==> config.mk <==
export PLATFORM = sky130hd
export DESIGN_NAME = rf_dump_reader_flat
export DESIGN_NICKNAME = d
export VERILOG_FILES = /design/src/rtl/rf_dump_reader_if.sv /design/src/rtl/rf_dump_reader.sv /design/src/flat_wrapper.sv
export SDC_FILE = /design/constraint.sdc
export NUM_CORES = 1
export LEC_CHECK = 0
export BUFFER_PORTS_ARGS = -buffer_cell sky130_fd_sc_hd__buf_2
export CELL_PAD_IN_SITES_DETAIL_PLACEMENT = 1
export CELL_PAD_IN_SITES_GLOBAL_PLACEMENT = 1
export CORE_ASPECT_RATIO = 1.5
export CORE_MARGIN = 1
export CORE_UTILIZATION = 33
export DETAILED_ROUTE_END_ITERATION = 8
export GPL_ROUTABILITY_DRIVEN = 0
export PLACE_DENSITY_LB_ADDON = 0.12
export SETUP_SLACK_MARGIN = 0.2
export SLEW_MARGIN = 20
export SYNTH_ARGS = -nofsm -noshare
export SYNTH_HDL_FRONTEND = slang
export SYNTH_SLANG_ARGS = --single-unit
==> constraint.sdc <==
create_clock -name clk -period 1.56 [get_ports clk]
set_clock_uncertainty 0.1 [all_clocks]
set_input_delay 0.234 -clock clk [delete_from_list [all_inputs] [get_ports clk]]
set_output_delay 0.234 -clock clk [all_outputs]
set_load 0.03 [all_outputs]
==> src/rtl/rf_dump_reader_if.sv <==
`default_nettype none
// ============================================================================
// Module   : rf_dump_reader_if
// Brief    : Valid/ready word stream carrying register-file dump words.
// Revision : 1.0 - initial release
// ============================================================================
interface rf_dump_reader_if #(
    parameter int AW = 4,
    parameter int DW = 16
);
    logic          out_valid;
    logic          out_ready;
    logic [DW-1:0] out_data;
    logic [AW:0]   out_idx;
    logic          out_last;

    modport master (
        output out_valid,
        output out_data,
        output out_idx,
        output out_last,
        input  out_ready
    );

    modport slave (
        input  out_valid,
        input  out_data,
        input  out_idx,
        input  out_last,
        output out_ready
    );
endinterface
`default_nettype wire

==> src/rtl/rf_dump_reader.sv <==
`default_nettype none
// ============================================================================
// Module   : rf_dump_reader
// Brief    : On a rising hlt edge, reads every register through one regfile
//            read port and streams the values, then a cycle-counter snapshot.
// Revision : 1.0 - initial release
// ============================================================================
module rf_dump_reader #(
    parameter int NREGS  = 16,
    parameter int AW     = 4,
    parameter int DW     = 16,
    parameter int RD_LAT = 1
) (
    input  wire              clk,
    input  wire              rst,
    input  wire              hlt,
    input  wire  [DW-1:0]    counter,
    output logic [AW-1:0]    rd_addr,
    input  wire  [DW-1:0]    rd_data,
    rf_dump_reader_if.master out_s,
    output logic             busy,
    output logic             done
);
    // Wait counter only needs to hold RD_LAT-1.
    localparam int                c_WCW       = (RD_LAT > 1) ? $clog2(RD_LAT) : 1;
    localparam logic [c_WCW-1:0]  c_WAIT_INIT = c_WCW'(RD_LAT - 1);
    localparam logic [c_WCW-1:0]  c_WCNT_ONE  = c_WCW'(1);
    localparam logic [AW-1:0]     c_LAST_IDX  = AW'(NREGS - 1);
    localparam logic [AW-1:0]     c_IDX_ONE   = AW'(1);
    localparam logic [AW:0]       c_CNT_IDX   = (AW+1)'(NREGS);

    typedef enum logic [2:0] {
        S_IDLE  = 3'd0,
        S_ADDR  = 3'd1,
        S_WAIT  = 3'd2,
        S_SEND  = 3'd3,
        S_COUNT = 3'd4,
        S_DONE  = 3'd5
    } state_t;

    state_t             r_state,     w_state;
    logic               r_hlt_q;
    logic [AW-1:0]      r_idx,       w_idx;
    logic [c_WCW-1:0]   r_wcnt,      w_wcnt;
    logic [DW-1:0]      r_snap,      w_snap;
    logic [AW-1:0]      r_rd_addr,   w_rd_addr;
    logic [DW-1:0]      r_out_data,  w_out_data;
    logic [AW:0]        r_out_idx,   w_out_idx;
    logic               r_out_valid, w_out_valid;
    logic               r_out_last,  w_out_last;
    logic               w_start;
    logic               w_hs;

    assign w_start = hlt & ~r_hlt_q;
    assign w_hs    = r_out_valid & out_s.out_ready;

    always_ff @(posedge clk) begin
        if (rst) begin
            r_state     <= S_IDLE;
            r_hlt_q     <= 1'b0;
            r_idx       <= '0;
            r_wcnt      <= '0;
            r_snap      <= '0;
            r_rd_addr   <= '0;
            r_out_data  <= '0;
            r_out_idx   <= '0;
            r_out_valid <= 1'b0;
            r_out_last  <= 1'b0;
        end else begin
            r_state     <= w_state;
            r_hlt_q     <= hlt;
            r_idx       <= w_idx;
            r_wcnt      <= w_wcnt;
            r_snap      <= w_snap;
            r_rd_addr   <= w_rd_addr;
            r_out_data  <= w_out_data;
            r_out_idx   <= w_out_idx;
            r_out_valid <= w_out_valid;
            r_out_last  <= w_out_last;
        end
    end

    always_comb begin
        w_state     = r_state;
        w_idx       = r_idx;
        w_wcnt      = r_wcnt;
        w_snap      = r_snap;
        w_rd_addr   = r_rd_addr;
        w_out_data  = r_out_data;
        w_out_idx   = r_out_idx;
        w_out_valid = r_out_valid;
        w_out_last  = r_out_last;

        case (r_state)
            S_IDLE: begin
                w_rd_addr = '0;
                if (w_start) begin
                    w_snap  = counter;
                    w_idx   = '0;
                    w_state = S_ADDR;
                end
            end
            S_ADDR: begin
                w_rd_addr = r_idx;
                w_wcnt    = c_WAIT_INIT;
                w_state   = S_WAIT;
            end
            S_WAIT: begin
                if (r_wcnt == '0) begin
                    w_out_data  = rd_data;
                    w_out_idx   = {1'b0, r_idx};
                    w_out_valid = 1'b1;
                    w_state     = S_SEND;
                end else begin
                    w_wcnt = r_wcnt - c_WCNT_ONE;
                end
            end
            S_SEND: begin
                if (w_hs) begin
                    w_out_valid = 1'b0;
                    if (r_idx == c_LAST_IDX) begin
                        // Counter word follows the last register back-to-back.
                        w_out_valid = 1'b1;
                        w_out_data  = r_snap;
                        w_out_idx   = c_CNT_IDX;
                        w_out_last  = 1'b1;
                        w_state     = S_COUNT;
                    end else begin
                        w_idx   = r_idx + c_IDX_ONE;
                        w_state = S_ADDR;
                    end
                end
            end
            S_COUNT: begin
                if (w_hs) begin
                    w_out_valid = 1'b0;
                    w_out_last  = 1'b0;
                    w_state     = S_DONE;
                end
            end
            S_DONE: begin
                if (!hlt) begin
                    w_state = S_IDLE;
                end
            end
            default: begin
                w_state = S_IDLE;
            end
        endcase
    end

    assign rd_addr         = r_rd_addr;
    assign out_s.out_valid = r_out_valid;
    assign out_s.out_data  = r_out_data;
    assign out_s.out_idx   = r_out_idx;
    assign out_s.out_last  = r_out_last;
    assign busy            = (r_state != S_IDLE) && (r_state != S_DONE);
    assign done            = (r_state == S_DONE);
endmodule
`default_nettype wire

==> src/flat_wrapper.sv <==
// flat-port wrapper written by rule: the top's interface ports become plain ports
module rf_dump_reader_flat 
#(
    parameter int NREGS  = 16,
    parameter int AW     = 4,
    parameter int DW     = 16,
    parameter int RD_LAT = 1
)
  (clk, rst, hlt, counter, rd_addr, rd_data, busy, done, out_s_out_valid, out_s_out_data, out_s_out_idx, out_s_out_last, out_s_out_ready);
  rf_dump_reader_if #(.AW(AW), .DW(DW)) out_s_i ();
  input  wire clk;
  input  wire rst;
  input  wire hlt;
  input  wire  [DW-1:0] counter;
  output logic [AW-1:0] rd_addr;
  input  wire  [DW-1:0] rd_data;
  output logic busy;
  output logic done;
  output wire logic [$bits(out_s_i.out_valid)-1:0] out_s_out_valid;
  output wire logic [$bits(out_s_i.out_data)-1:0] out_s_out_data;
  output wire logic [$bits(out_s_i.out_idx)-1:0] out_s_out_idx;
  output wire logic [$bits(out_s_i.out_last)-1:0] out_s_out_last;
  input wire logic [$bits(out_s_i.out_ready)-1:0] out_s_out_ready;
  assign out_s_out_valid = out_s_i.out_valid;
  assign out_s_out_data = out_s_i.out_data;
  assign out_s_out_idx = out_s_i.out_idx;
  assign out_s_out_last = out_s_i.out_last;
  assign out_s_i.out_ready = out_s_out_ready;
  rf_dump_reader #(.NREGS(NREGS), .AW(AW), .DW(DW), .RD_LAT(RD_LAT)) u_core (.clk(clk), .rst(rst), .hlt(hlt), .counter(counter), .rd_addr(rd_addr), .rd_data(rd_data), .out_s(out_s_i), .busy(busy), .done(done));
endmodule
Word level (Yosys, flattened, before mapping). Index checks and enable logic that the tools add are counted.

Add/sub/neg operators: 2. Bitwise logic cells: 3. Reduce and logical (&&, ||, !) cells: 15. Mux-type cells: 30. Equal/unequal tests: 14.

Operators with widths (number): 16-bit two-way mux (3); 16-bit case mux with 2 select lines (1); 3-bit two-way mux (6); 3-bit case mux with 6 select lines (1); 4-bit case mux with 2 select lines (2); 4-bit AND reduction (4); 5-bit two-way mux (3); 4-bit two-way mux (3); 5-bit case mux with 2 select lines (1); 2-bit nonzero test (5); 2-bit by 1-bit inequality test with 1-bit output (second input constant) (4); 1-bit two-way mux (7); 3-bit by 2-bit == test with 1-bit output (second input constant) (2); 3-bit == test (second input constant) (2); 2-bit inequality test (second input constant) (3); 3-bit nonzero test (2); 5-bit AND reduction (1); 4-bit by 1-bit adder with 4-bit output (second input constant) (1); 4-bit == test (second input constant) (1); 1-bit case mux with 2 select lines (2); 3-bit by 1-bit == test with 1-bit output (second input constant) (1); 3-bit zero test (1); 3-bit inequality test (second input constant) (1); 1-bit case mux with 3 select lines (1); other kinds (5) (6).

Bits in registers: 52. Logic and storage cells: 74. Input bits: 36.

Depth between registers and ports, before layout. Gate-level depths: netlist (run 1).

Word-level depth: 4. Gate-level depth with buffers: 6.

Worst setup path after synthesis (run 1). OpenSTA, ideal clock, no wires.

Path kind: reg2reg. From: register u_core.r_out_valid, in the netlist u_core.out_s.out_valid. To: register u_core.r_idx[3]. Path slack: -219 ps. Stages on the path, launching flop included: 5. Path buffers: 0. Data arrival time: 1609 ps. Library setup time: 70 ps. Data required time: 1390 ps. Path through: dfxtp_1 -> nand2_2 -> a31o_2 -> or4_1 -> a21boi_1.

Cells in the longest elaborated chain, start to end: 3.

Ends and longest elaborated chain: start, declared (line rf_dump_reader.sv:49) `logic r_out_valid, w_out_valid;`; start signal, assigned (line rf_dump_reader.sv:78) `r_out_valid <= w_out_valid;`; 1-bit AND (line rf_dump_reader.sv:55) `assign w_hs = r_out_valid & out_s.out_ready;`; 2-bit by 1-bit inequality test with 1-bit output (no line); 4-bit AND reduction (no line); end signal, assigned (line rf_dump_reader.sv:72) `r_idx <= w_idx;`; end, declared (line rf_dump_reader.sv:43) `logic [AW-1:0] r_idx, w_idx;`.

No other way between the ends. A chain may end at the register's enable or synchronous reset.

Worst setup path after layout (run 1).
From: register u_core.r_state[1]. To: register u_core.r_out_data[3], in the netlist u_core.out_s.out_data[3].

Cells in the longest elaborated chain, start to end: 3. Elaborated cells on any way between the ends: 8. Those cells by class: eq/ne (5); mux (1); reduce/logical (2).

Ends and longest elaborated chain: start, declared (line rf_dump_reader.sv:41) `state_t r_state, w_state;`; start signal, assigned (line rf_dump_reader.sv:70) `r_state <= w_state;`; 3-bit by 2-bit == test with 1-bit output (line rf_dump_reader.sv:94) `case (r_state)`; 2-bit by 1-bit inequality test with 1-bit output (no line), or another cell as far along; 4-bit AND reduction (no line); end signal, assigned (line rf_dump_reader.sv:76) `r_out_data <= w_out_data;`; end, declared (line rf_dump_reader.sv:47) `logic [DW-1:0] r_out_data, w_out_data;`.

Several ways; a longest one is shown, not always the timed one.

==> results of run 1 <==
## flip-flops by register name (all words and copies together) (netlist names)
register,count
u_core.out_s.out_valid,1
u_core.r_idx,4
u_core.r_state,3
u_core.r_snap,16
u_core.rd_addr,4
u_core.out_s.out_data,16
u_core.r_hlt_q,1
u_core.out_s.out_idx,5
u_core.out_s.out_last,1
## worst max path at each step
stage / cells after the start / slack [ns] / from / endpoint
6_report: 6 / -0.006 / u_core.r_state[1] / u_core.out_s.out_data[3]
5_1_grt: 6 / -0.08 / u_core.r_state[1] / u_core.out_s.out_data[3]
4_1_cts: 5 / 0.03 / u_core.r_state[2] / u_core.r_idx[2]
3_5_place_dp: 4 / 0.02 / u_core.r_state[0] / u_core.r_state[2]
3_3_place_gp: 5 / 0.06 / u_core.r_state[0] / u_core.r_state[0]
2_1_floorplan: 5 / 0.1 / u_core.r_idx[1] / u_core.r_idx[3]
## through the flow
stage,utilization,setup WS [ns],cells,hold WS (ns)
2_1_floorplan,-,0.0955,279,0.262
3_3_place_gp,0.448,0.0555,421,0.345
3_5_place_dp,0.448,0.0205,421,0.351
4_1_cts,0.536,0.0272,450,0.0516
5_1_grt,0.601,-0.0833,462,0.0561
6_report,0.601,-0.00597,462,0.0533
## kinds of logic after synthesis
kind of cell,after synthesis,synth area share
xor gates and xnor gates,2,0.0110
and+or+nand+nor,112,0.236
DFF,51,0.449
adders and majority gates,1,0.00550
buffers and inverters,24,0.0490
AOI/OAI and AO/OA,89,0.249
## what timing repair did
action	4_1_cts	5_1_grt
pin swaps	17	38
gates cloned	4	0
gates resized for setup	55	78
setup buffers	17	12
endpoints found under the hold margin	0	0
endpoints found under the setup margin	50	52
## critical path: cells and delay by family (launching register included)
kind,cells,cell delay (ns)
AO/OA/AOI/OAI,1,0.28
AND/OR/NAND/NOR,3,0.42
buffers and inverters,2,0.28
flip-flops,1,0.38
## cells in the final DEF, fill, tap and decap left out, types with 2 or more instances in the layout
master | Yosys | layout
a21oi_4 | 0 | 2
a311oi_1 | 16 | 11
nand2_1 | 52 | 35
clkbuf_1 | 9 | 2
nor2_1 | 9 | 3
a21boi_1 | 3 | 2
nor2_2 | 1 | 2
o21ai_0 | 9 | 2
o21ai_4 | 0 | 3
buf_16 | 0 | 3
nand3_4 | 0 | 5
nor3_2 | 0 | 3
nand3b_1 | 4 | 4
clkbuf_8 | 0 | 5
buf_2 | 11 | 62
xnor2_4 | 0 | 2
nand2b_1 | 3 | 2
buf_8 | 0 | 2
a311oi_2 | 0 | 5
dfxtp_1 | 51 | 42
dfxtp_2 | 0 | 5
nor2b_1 | 3 | 2
or3_4 | 1 | 2
buf_4 | 2 | 24
nand2_4 | 0 | 2
a21oi_2 | 0 | 5
o21ai_2 | 1 | 5
buf_12 | 0 | 12
a21oi_1 | 45 | 38
dfxtp_4 | 0 | 4
a31oi_1 | 4 | 3
nor2_4 | 1 | 6
nand3_2 | 1 | 3
nand2_2 | 2 | 16
buf_6 | 0 | 17
nand3_1 | 23 | 16
## power by group through the flow
| stage | clock network [uW] | logic (uW) | registers (uW) |
|---|---|---|---|
| 2_1_floorplan | 0 | 1740 | 2100 |
| 3_3_place_gp | 0 | 2800 | 1840 |
| 3_5_place_dp | 0 | 2860 | 1850 |
| 4_1_cts | 952 | 3890 | 1840 |
| 5_1_grt | 996 | 5070 | 1910 |
| 6_report | 943 | 4820 | 1880 |
## final cells by class
| type | instances | area share |
|---|---|---|
| Inverter | 2 | 0.00190 |
| Clock inverter | 1 | 0.00760 |
| Clock buffer | 7 | 0.0193 |
| Tap cell | 76 | 0.0241 |
| Multi-Input combinational cell | 204 | 0.413 |
| Timing Repair Buffer | 121 | 0.270 |
| Sequential cell | 51 | 0.264 |
## metal layers
layer	track usage	part of all wire
met5	0	0
met4	0.0743	0.021
met3	0.0311	0.021
met2	0.419	0.58
met1	0.244	0.38
==> metrics.yaml, run 1 <==
cells_and_area:
  ff_latch_area_sq_um: 1040
  num-fill-cells: 753
  area_growth_pct: 73.9
  nNetsFinal: 422
  drive_gt1_frac: 0.562
  antenna_cells: 0
  final_area_sq_um: 3950
  multi_input_area_sq_um: 1630
setup_path:
  reg2reg_depth: 6
  critPathMaxFanout: 16
  worstSetupPathType: "reg -> reg"
  cp.required_ns: 1.68
  r2r-end: "u_core.out_s.out_data[3]"
  reg2reg_from: "u_core.r_state[1]"
  cp_slowest_cell: "dfxtp_4"
  r2r_setup_slack_ns: -0.006
  worstPathArrival_ns: 1.69
  cp-end-kind: "flip-flop"
  critPathLaunchType: "flip-flop"
  path_cells: "buf_8 -> and2b_4 -> nand2_4 -> buf_12 -> nand2_1 -> a311oi_1"
  cp_slowest_stage_delay_ns: 0.38
hold_path:
  hold_path.class: "in -> reg"
  whs_endpoint: "u_core.r_snap[10]"
  hold_depth: 3
  hold_start: "counter[10]"
synth:
  ys.flop_type: "dfxtp_1"
  yosys_warnings: 0
  yosysSeqAreaShare: 0.449
  synthesis.nets: 316
  ys_types: 43
  synth.area.top_cells: "dfxtp_1, a21oi_1, nand2_1"
  syn_area_per_cell_sq_um: 8.15
  syn-instance-count: 279
  yosysTopAreaCellShare: 0.449
  synth-edff-count: 0
  ys_seq_elements: 51
  yosys.area.top_type: "dfxtp_1"
  yosysMostFrequentCell: "nand2_1"
  synth_async_sr_flop_share: 0
  syn_area_sq_um: 2270
  ys_top_cells_by_count: "nand2_1, dfxtp_1, a21oi_1, nand3_1, a311oi_1"
floorplanning:
  die_h_um: 104
  initial_utilization: 0.346
  coreArea_sq_um: 6580
  fp-row-count: 36
  io_pins: 65
  die_area_sq_um: 7230
  die-width_um: 69.8
grt:
  grt_pass1_wl_um: 12700
  grt_max_degree: 33
  antenna_found_initial: 0
  grt_pass1_vias: 2482
  grt.total_usage: 0.221
  grt-ovfl-total: 0
clock_tree:
  numCtsBuffers: 5
  clk_latency_ns: 0.32
  cts_root_buffer: "clkbuf_8"
  cts.clk_slew.worst_paths_ns: 0.10
  numClockSinks: 51
  cts_tree: "built"
  cts_max_level: 2
  ctsLongestPathBuffers: 2
  ctsHoldBuffers: 0
outcome:
  violations: "negative setup slack"
  status: "finished, violations left"
placement:
  place_area_sq_um: 2950
  io_buffer_count: 64
  hpwl_um: 4900
power:
  clkPwrFrac: 0.123
  power_switching_uw: 3240
  total_power_uw: 7650
  switching_share: 0.424
  vdd_drop_max_mv: 0.739
  sequentialPowerShare: 0.246
  p_int_uw: 4400
  p_comb_frac: 0.631
  power_density_nw_per_um2: 1930
  leakagePower_uw: 0.00154
timing:
  worstMarginPinSlew_ns: 0.370
  max_freq_mhz: 639
  hold_viol: 0
  rsz0062_at_grt: "yes"
  maxSlewViolCount: 0
  setup_viol: 1
  maxSlewHeadroom: 0.753
  period_needed_ns: 1.57
  timing.final.crit_share: 1.00
  finalSetupTns_ns: -0.00597
  worst_slack_ns: -0.00597
run:
  maxCapViolCount: 0
drt:
  drtPass1Iterations: 4
  wl_per_cell_um: 19.8
  drtAntennaViolNets: 0
  drc: 0
  wl_um: 9140
  drt_iter0_markers: 64
  vias: 2507
  viasPerCell: 5.43
(Power assumes the default switching activity.)
==> inputs of run 2 (changes only) <==
--- a/config.mk
+++ b/config.mk
@@ -10,7 +10,8 @@
 export CELL_PAD_IN_SITES_GLOBAL_PLACEMENT = 1
 export CORE_ASPECT_RATIO = 1.5
 export CORE_MARGIN = 1
-export CORE_UTILIZATION = 33
+export CORE_UTILIZATION = 35
+export CTS_BUF_LIST = sky130_fd_sc_hd__clkbuf_2 sky130_fd_sc_hd__clkbuf_4 sky130_fd_sc_hd__clkbuf_8
 export DETAILED_ROUTE_END_ITERATION = 8
 export GPL_ROUTABILITY_DRIVEN = 0
 export PLACE_DENSITY_LB_ADDON = 0.12
==> metrics.yaml, run 2 (synthesized netlist as in run 1, its figures left out) <==
outcome:
  status: "finished, violations left"
  violations: "negative setup slack"
grt:
  antenna_found_initial: 0  # unchanged
  grt.total_usage: 0.216  # -0.00411
  grt_pass1_wl_um: 11200  # -12%
  grt-ovfl-total: 0  # unchanged
  grt_pass1_vias: 2362  # -4.8%
  grt_max_degree: 33  # unchanged
drt:
  wl_per_cell_um: 20.2  # +1.9%
  vias: 2541  # +1.4%
  drt_iter0_markers: 76  # +19%
  drc: 0  # unchanged
  drtAntennaViolNets: 0  # unchanged
  viasPerCell: 5.65  # +4.1%
  wl_um: 9070  # -0.79%
  met1Wirelength_um: 3330  # -4.9%
  dr_wl_met3_um: 321  # +69%
  routed.top_layer: "met4"
  dr_wl_met2_um: 5140  # -2.3%
  drtPass1Iterations: 4  # unchanged
floorplanning:
  die_h_um: 101  # -2.8%
  die_area_sq_um: 6830  # -5.6%
  coreArea_sq_um: 6220  # -5.4%
  fp-row-count: 35  # -2.8%
  io_pins: 65  # unchanged
  initial_utilization: 0.366  # +0.0199
  die-width_um: 67.8  # -2.8%
power:
  switching_share: 0.431  # +0.00686
  leakagePower_uw: 0.00146  # -5.3%
  clkPwrFrac: 0.121  # -0.002
  vdd_drop_max_mv: 0.905  # +22%
  power_switching_uw: 3010  # -7.1%
  power_density_nw_per_um2: 1880  # -3.0%
  p_comb_frac: 0.609  # -0.022
  p_int_uw: 3980  # -9.6%
  sequentialPowerShare: 0.270  # +0.024
cells_and_area:
  final_common_cell: "buf_2"
  area_growth_pct: 63.9
  nNetsFinal: 412  # -2.4%
  antenna_cells: 0  # unchanged
  drive_gt1_frac: 0.505  # -0.0569
  layout_common_cells: "buf_2, dfxtp_1, nand2_1"
setup_path:
  critPathBufInv: 0  # -2
  cp_top_family: "simple AND/OR/NAND/NOR gates"
  worstSetupPathType: "reg -> reg"
  cp-end-kind: "flip-flop"
  critPathLaunchType: "flip-flop"
  cp_slowest_cell: "or4_1"
  path_cells: "ha_4 -> nand4_1 -> o211ai_4 -> or4_1 -> a21boi_1"
  critPathMaxFanout: 6  # -10
  worstPathArrival_ns: 1.77  # +0.08 ns
  r2r_setup_slack_ns: -0.06  # -0.05 ns
  cp.required_ns: 1.72  # +0.04 ns
  cp_slowest_stage_delay_ns: 0.50  # +0.12 ns
timing:
  worst_slack_ns: -0.0554  # -0.0494 ns
  maxSlewViolCount: 0  # unchanged
  maxSlewHeadroom: 0.710  # -0.0436
  worstMarginPinSlew_ns: 0.436  # +0.0654 ns
  timing.final.crit_share: 1.04  # +0.0317
  setup_viol: 9  # +8
  whs_ns: 0.0245  # -0.0289 ns
  hold_viol: 0  # unchanged
  rsz0062_at_grt: "yes"
  finalSetupTns_ns: -0.207  # -0.201 ns
  max_freq_mhz: 619  # -3.1%
  period_needed_ns: 1.62  # +0.0494 ns
clock_tree:
  cts_tree: "built"
  cts_max_level: 2  # unchanged
  numCtsBuffers: 5  # unchanged
  cts.clk_slew.worst_paths_ns: 0.10  # about the same
  cts_root_buffer: "clkbuf_8"
  clk_latency_ns: 0.32  # about the same
  ctsHoldBuffers: 0  # unchanged
  ctsLongestPathBuffers: 2  # unchanged
  numClockSinks: 51  # unchanged
hold_path:
  hold_path.class: "in -> reg"
placement:
  io_buffer_count: 64  # unchanged
  hpwl_um: 4780  # -2.4%
run:
  maxCapViolCount: 0  # unchanged
==> run 2: changes by cell type in the layout (fill, tap and decap cells not counted), moves of 3 or more <==
cell | previous run | this run
o21ai_0 | 2 | 5
buf_12 | 12 | 8
nand2_4 | 2 | 7
buf_4 | 24 | 17
nand2_1 | 35 | 41
a21oi_2 | 5 | 12
nand3_1 | 16 | 20
a21oi_1 | 38 | 32
nand3_4 | 5 | 2
o21ai_2 | 5 | 2
nand2_2 | 16 | 5
clkbuf_16 | 0 | 6
==> run 2: layer usage <==
layer / track usage / vias up
met5: 0 / -
met2: 0.408 / 78
met4: 0.0769 / 0
li1: - / 1204
met1: 0.235 / 1235
met3: 0.0294 / 24
==> run 2: cell type report <==
type	instances	area, sq um
clock inverter	1	8.76
sequential	51	1040
multi-input combinational	204	1510
timing repair buffer	111	975
inverter	2	10.0
fill	710	2490
clock buffer	7	90.1
tap	74	92.6
==> run 2: stage by stage <==
stage | worst slack (ns) | instances | cell area, sq um | utilization | power (uW)
finish | -0.0554 | 450 | 3730 | 0.599 | 6990
floorplan | 0.0955 | 279 | 2440 | - | 3850
global route | -0.110 | 450 | 3730 | 0.599 | 7340
CTS | 0.0122 | 434 | 3200 | 0.515 | 5930
detailed placement | 0.0107 | 423 | 2960 | 0.477 | 4750
global placement | 0.0232 | 423 | 2960 | 0.477 | 4690
==> run 2: power groups by stage <==
stage	sequential (uW)	combinational (uW)	clock [uW]
final	1890	4260	846
after CTS	1860	3210	859
after floorplan	2100	1740	0
after global routing	1920	4520	905
after global placement	1850	2830	0
after detailed placement	1860	2890	0
==> run 2: timing repair <==
item / in CTS / in global routing
gates cloned: 1 / 8
endpoints found under the hold margin: 0 / 0
pin swaps: 4 / 35
resized for setup: 27 / 66
buffers inserted: 2 / 8
endpoints found under the setup margin: 47 / 47
==> run 2: path summary, 6_finish.rpt <==
kind,start,endpoint,depth (start not counted)
setup reg to reg,u_core.r_idx[1],u_core.r_idx[3],5
hold / removal,rst,u_core.r_hlt_q,2
setup / recovery,u_core.r_idx[1],u_core.r_idx[3],5
hold reg to reg,u_core.r_snap[7],u_core.r_snap[7],2
==> run 2: worst reg2reg max path: cells and delay by family, from the launching register on <==
kind | cells | cell delay, ns
AND/OR/NAND/NOR | 2 | 0.67
flip-flops | 1 | 0.35
AO/OA/AOI/OAI | 2 | 0.28
adder cells (fa/ha/maj) | 1 | 0.17
==> inputs of run 3 (changes only) <==
--- a/config.mk
+++ b/config.mk
@@ -14,9 +14,9 @@
 export CTS_BUF_LIST = sky130_fd_sc_hd__clkbuf_2 sky130_fd_sc_hd__clkbuf_4 sky130_fd_sc_hd__clkbuf_8
 export DETAILED_ROUTE_END_ITERATION = 8
 export GPL_ROUTABILITY_DRIVEN = 0
-export PLACE_DENSITY_LB_ADDON = 0.12
+export PLACE_DENSITY = 0.81
 export SETUP_SLACK_MARGIN = 0.2
-export SLEW_MARGIN = 20
+export SLEW_MARGIN = 10
 export SYNTH_ARGS = -nofsm -noshare
 export SYNTH_HDL_FRONTEND = slang
 export SYNTH_SLANG_ARGS = --single-unit
==> metrics.yaml, run 3 (synthesized netlist as in run 1, its figures left out) <==
clock_tree:
  numCtsBuffers: 5  # unchanged
  cts_root_buffer: "clkbuf_8"
  cts_tree: "built"
  cts.clk_slew.worst_paths_ns: 0.11  # about the same
  numClockSinks: 51  # unchanged
  clk_latency_ns: 0.33  # about the same
  ctsHoldBuffers: 0  # unchanged
  cts_max_level: 2  # unchanged
  ctsLongestPathBuffers: 2  # unchanged
grt:
  grt.total_usage: 0.305  # +0.0881
  grt_pass1_vias: 2870  # +22%
  grt-ovfl-total: 0  # unchanged
  antenna_found_initial: 0  # unchanged
  grt_max_degree: 25  # -24%
  grt_pass1_wl_um: 15100  # +36%
timing:
  worst_slack_ns: -0.116  # -0.0604 ns
  hold_viol: 0  # unchanged
  maxSlewHeadroom: 0.749  # +0.0394
  setup_viol: 29  # +20
  period_needed_ns: 1.68  # +0.0604 ns
  maxSlewViolCount: 0  # unchanged
  rsz0062_at_grt: "yes"
  worstMarginPinSlew_ns: 0.377  # -0.0591 ns
  timing.final.crit_share: 1.07  # +0.0387
  max_freq_mhz: 597  # -3.6%
setup_path:
  reg2reg_depth: 7  # +2
  critPathLaunchType: "flip-flop"
  cp-end-kind: "flip-flop"
  reg2reg_from: "u_core.r_idx[1]"
  critPathMaxFanout: 8  # +2
  cp.required_ns: 1.69  # -0.03 ns
  worstPathArrival_ns: 1.81  # +0.04 ns
  crit_start: "u_core.r_idx[1]"
  worstSetupPathType: "reg -> reg"
floorplanning:
  die-width_um: 67.8  # unchanged
  die_area_sq_um: 6830  # unchanged
  coreArea_sq_um: 6220  # unchanged
  die_h_um: 101  # unchanged
  initial_utilization: 0.366  # unchanged
  io_pins: 65  # unchanged
  fp-row-count: 35  # unchanged
cells_and_area:
  num-fill-cells: 679  # -4.4%
  antenna_cells: 0  # unchanged
  nNetsFinal: 425  # +3.2%
  drive_gt1_frac: 0.607  # +0.101
  final_area_sq_um: 4060  # +9.0%
  final_common_cell: "buf_2"
  layout_common_cells: "buf_2, dfxtp_1, nand2_1"
  area_growth_pct: 78.6
drt:
  wl_per_cell_um: 24.6  # +22%
  drtAntennaViolNets: 0  # unchanged
  drtPass1Iterations: 4  # unchanged
  drt_iter0_markers: 119  # +57%
  drc: 0  # unchanged
  wl_um: 11400  # +26%
  viasPerCell: 5.97  # +5.6%
  vias: 2762  # +8.7%
hold_path:
  hold_start: "counter[1]"
  hold_path.class: "in -> reg"
  hold_depth: 3  # +1
outcome:
  violations: "negative setup slack"
  status: "finished, violations left"
power:
  clkPwrFrac: 0.130  # +0.009
  sequentialPowerShare: 0.237  # -0.033
  power_density_nw_per_um2: 2010  # +7.0%
  p_comb_frac: 0.633  # +0.024
  power_switching_uw: 3560  # +18%
  p_int_uw: 4590  # +15%
  switching_share: 0.437  # +0.00603
  leakagePower_uw: 0.00166  # +13%
  vdd_drop_max_mv: 1.10  # +22%
placement:
  hpwl_um: 4990  # +4.4%
  place_ws_ns: -0.0302  # -0.0409 ns
  place_area_sq_um: 2920  # -1.4%
  io_buffer_count: 64  # unchanged
run:
  maxCapViolCount: 0  # unchanged
-- run 3: changes by cell type in the layout (fill, tap and decap cells not counted), moves of 3 or more --
cell       previous run  this run
a311oi_1              9         6
buf_16                1         4
a21oi_1              32         8
nand2_1              41        34
buf_4                17        30
a21oi_4               1         4
a21oi_2              12        33
a311oi_2              7        10
nand2_4               7        14
clkbuf_16             6         1
-- run 3: path summary, 6_finish.rpt --
check	end	slack, ns
min	u_core.r_snap[1]	0.03
min reg2reg	u_core.r_snap[1]	0.39
max reg2reg	u_core.out_s.out_data[15]	-0.12
max	u_core.out_s.out_data[15]	-0.12
-- run 3: cell type report --
type,count,area [sq um],share of cell area
clock buffers,6,82.6,0.0203
flip-flops and latches,51,1040,0.256
multi-input cells,204,1710,0.421
inverters,2,12.5,0.00308
well taps,74,92.6,0.0228
repair buffers,124,1090,0.268
clock inverters,2,38.8,0.00955
-- run 3: power by group through the flow --
stage,clock network (uW),registers [uW],logic (uW)
CTS,996,1870,4140
finish,1060,1940,5160
global route,1090,1960,5330
global placement,0,1870,2680
detailed placement,0,1890,2760
floorplan,0,2100,1740
-- run 3: worst max-delay path: stages, from the launching register on --
cell	delay (ns)
dfxtp_2	0.38
ha_4	0.17
nand3_4	0.13
o21ai_4	0.18
buf_6	0.13
buf_16	0.14
a21oi_2	0.07
a311oi_2	0.27
-- run 3: metrics by stage --
step | std cells | utilization | hold slack, ns | power [uW] | TNS [ns]
6_report | 463 | 0.653 | 0.0278 | 8150 | -1.05
5_1_grt | 463 | 0.653 | 0.0252 | 8380 | -1.99
4_1_cts | 450 | 0.584 | 0.0532 | 7010 | -0.0980
3_5_place_dp | 416 | 0.470 | 0.349 | 4650 | -0.0566
3_3_place_gp | 416 | 0.470 | 0.345 | 4550 | 0
2_1_floorplan | 279 | - | 0.262 | 3850 | 0
-- run 3: layer usage --
layer	vias up	share of wire	track usage
li1	1222	-	-
met1	1384	0.38	0.326
met2	118	0.54	0.557
met3	38	0.040	0.0486
met4	0	0.042	0.146
met5	-	0	0
-- run 3: what timing repair did --
action                                  in CTS  in global routing
endpoints found under the setup margin      52                 52
buffers inserted                            21                 12
resized for setup                           81                 60
pin swaps                                   50                 35
cloned                                       5                  1
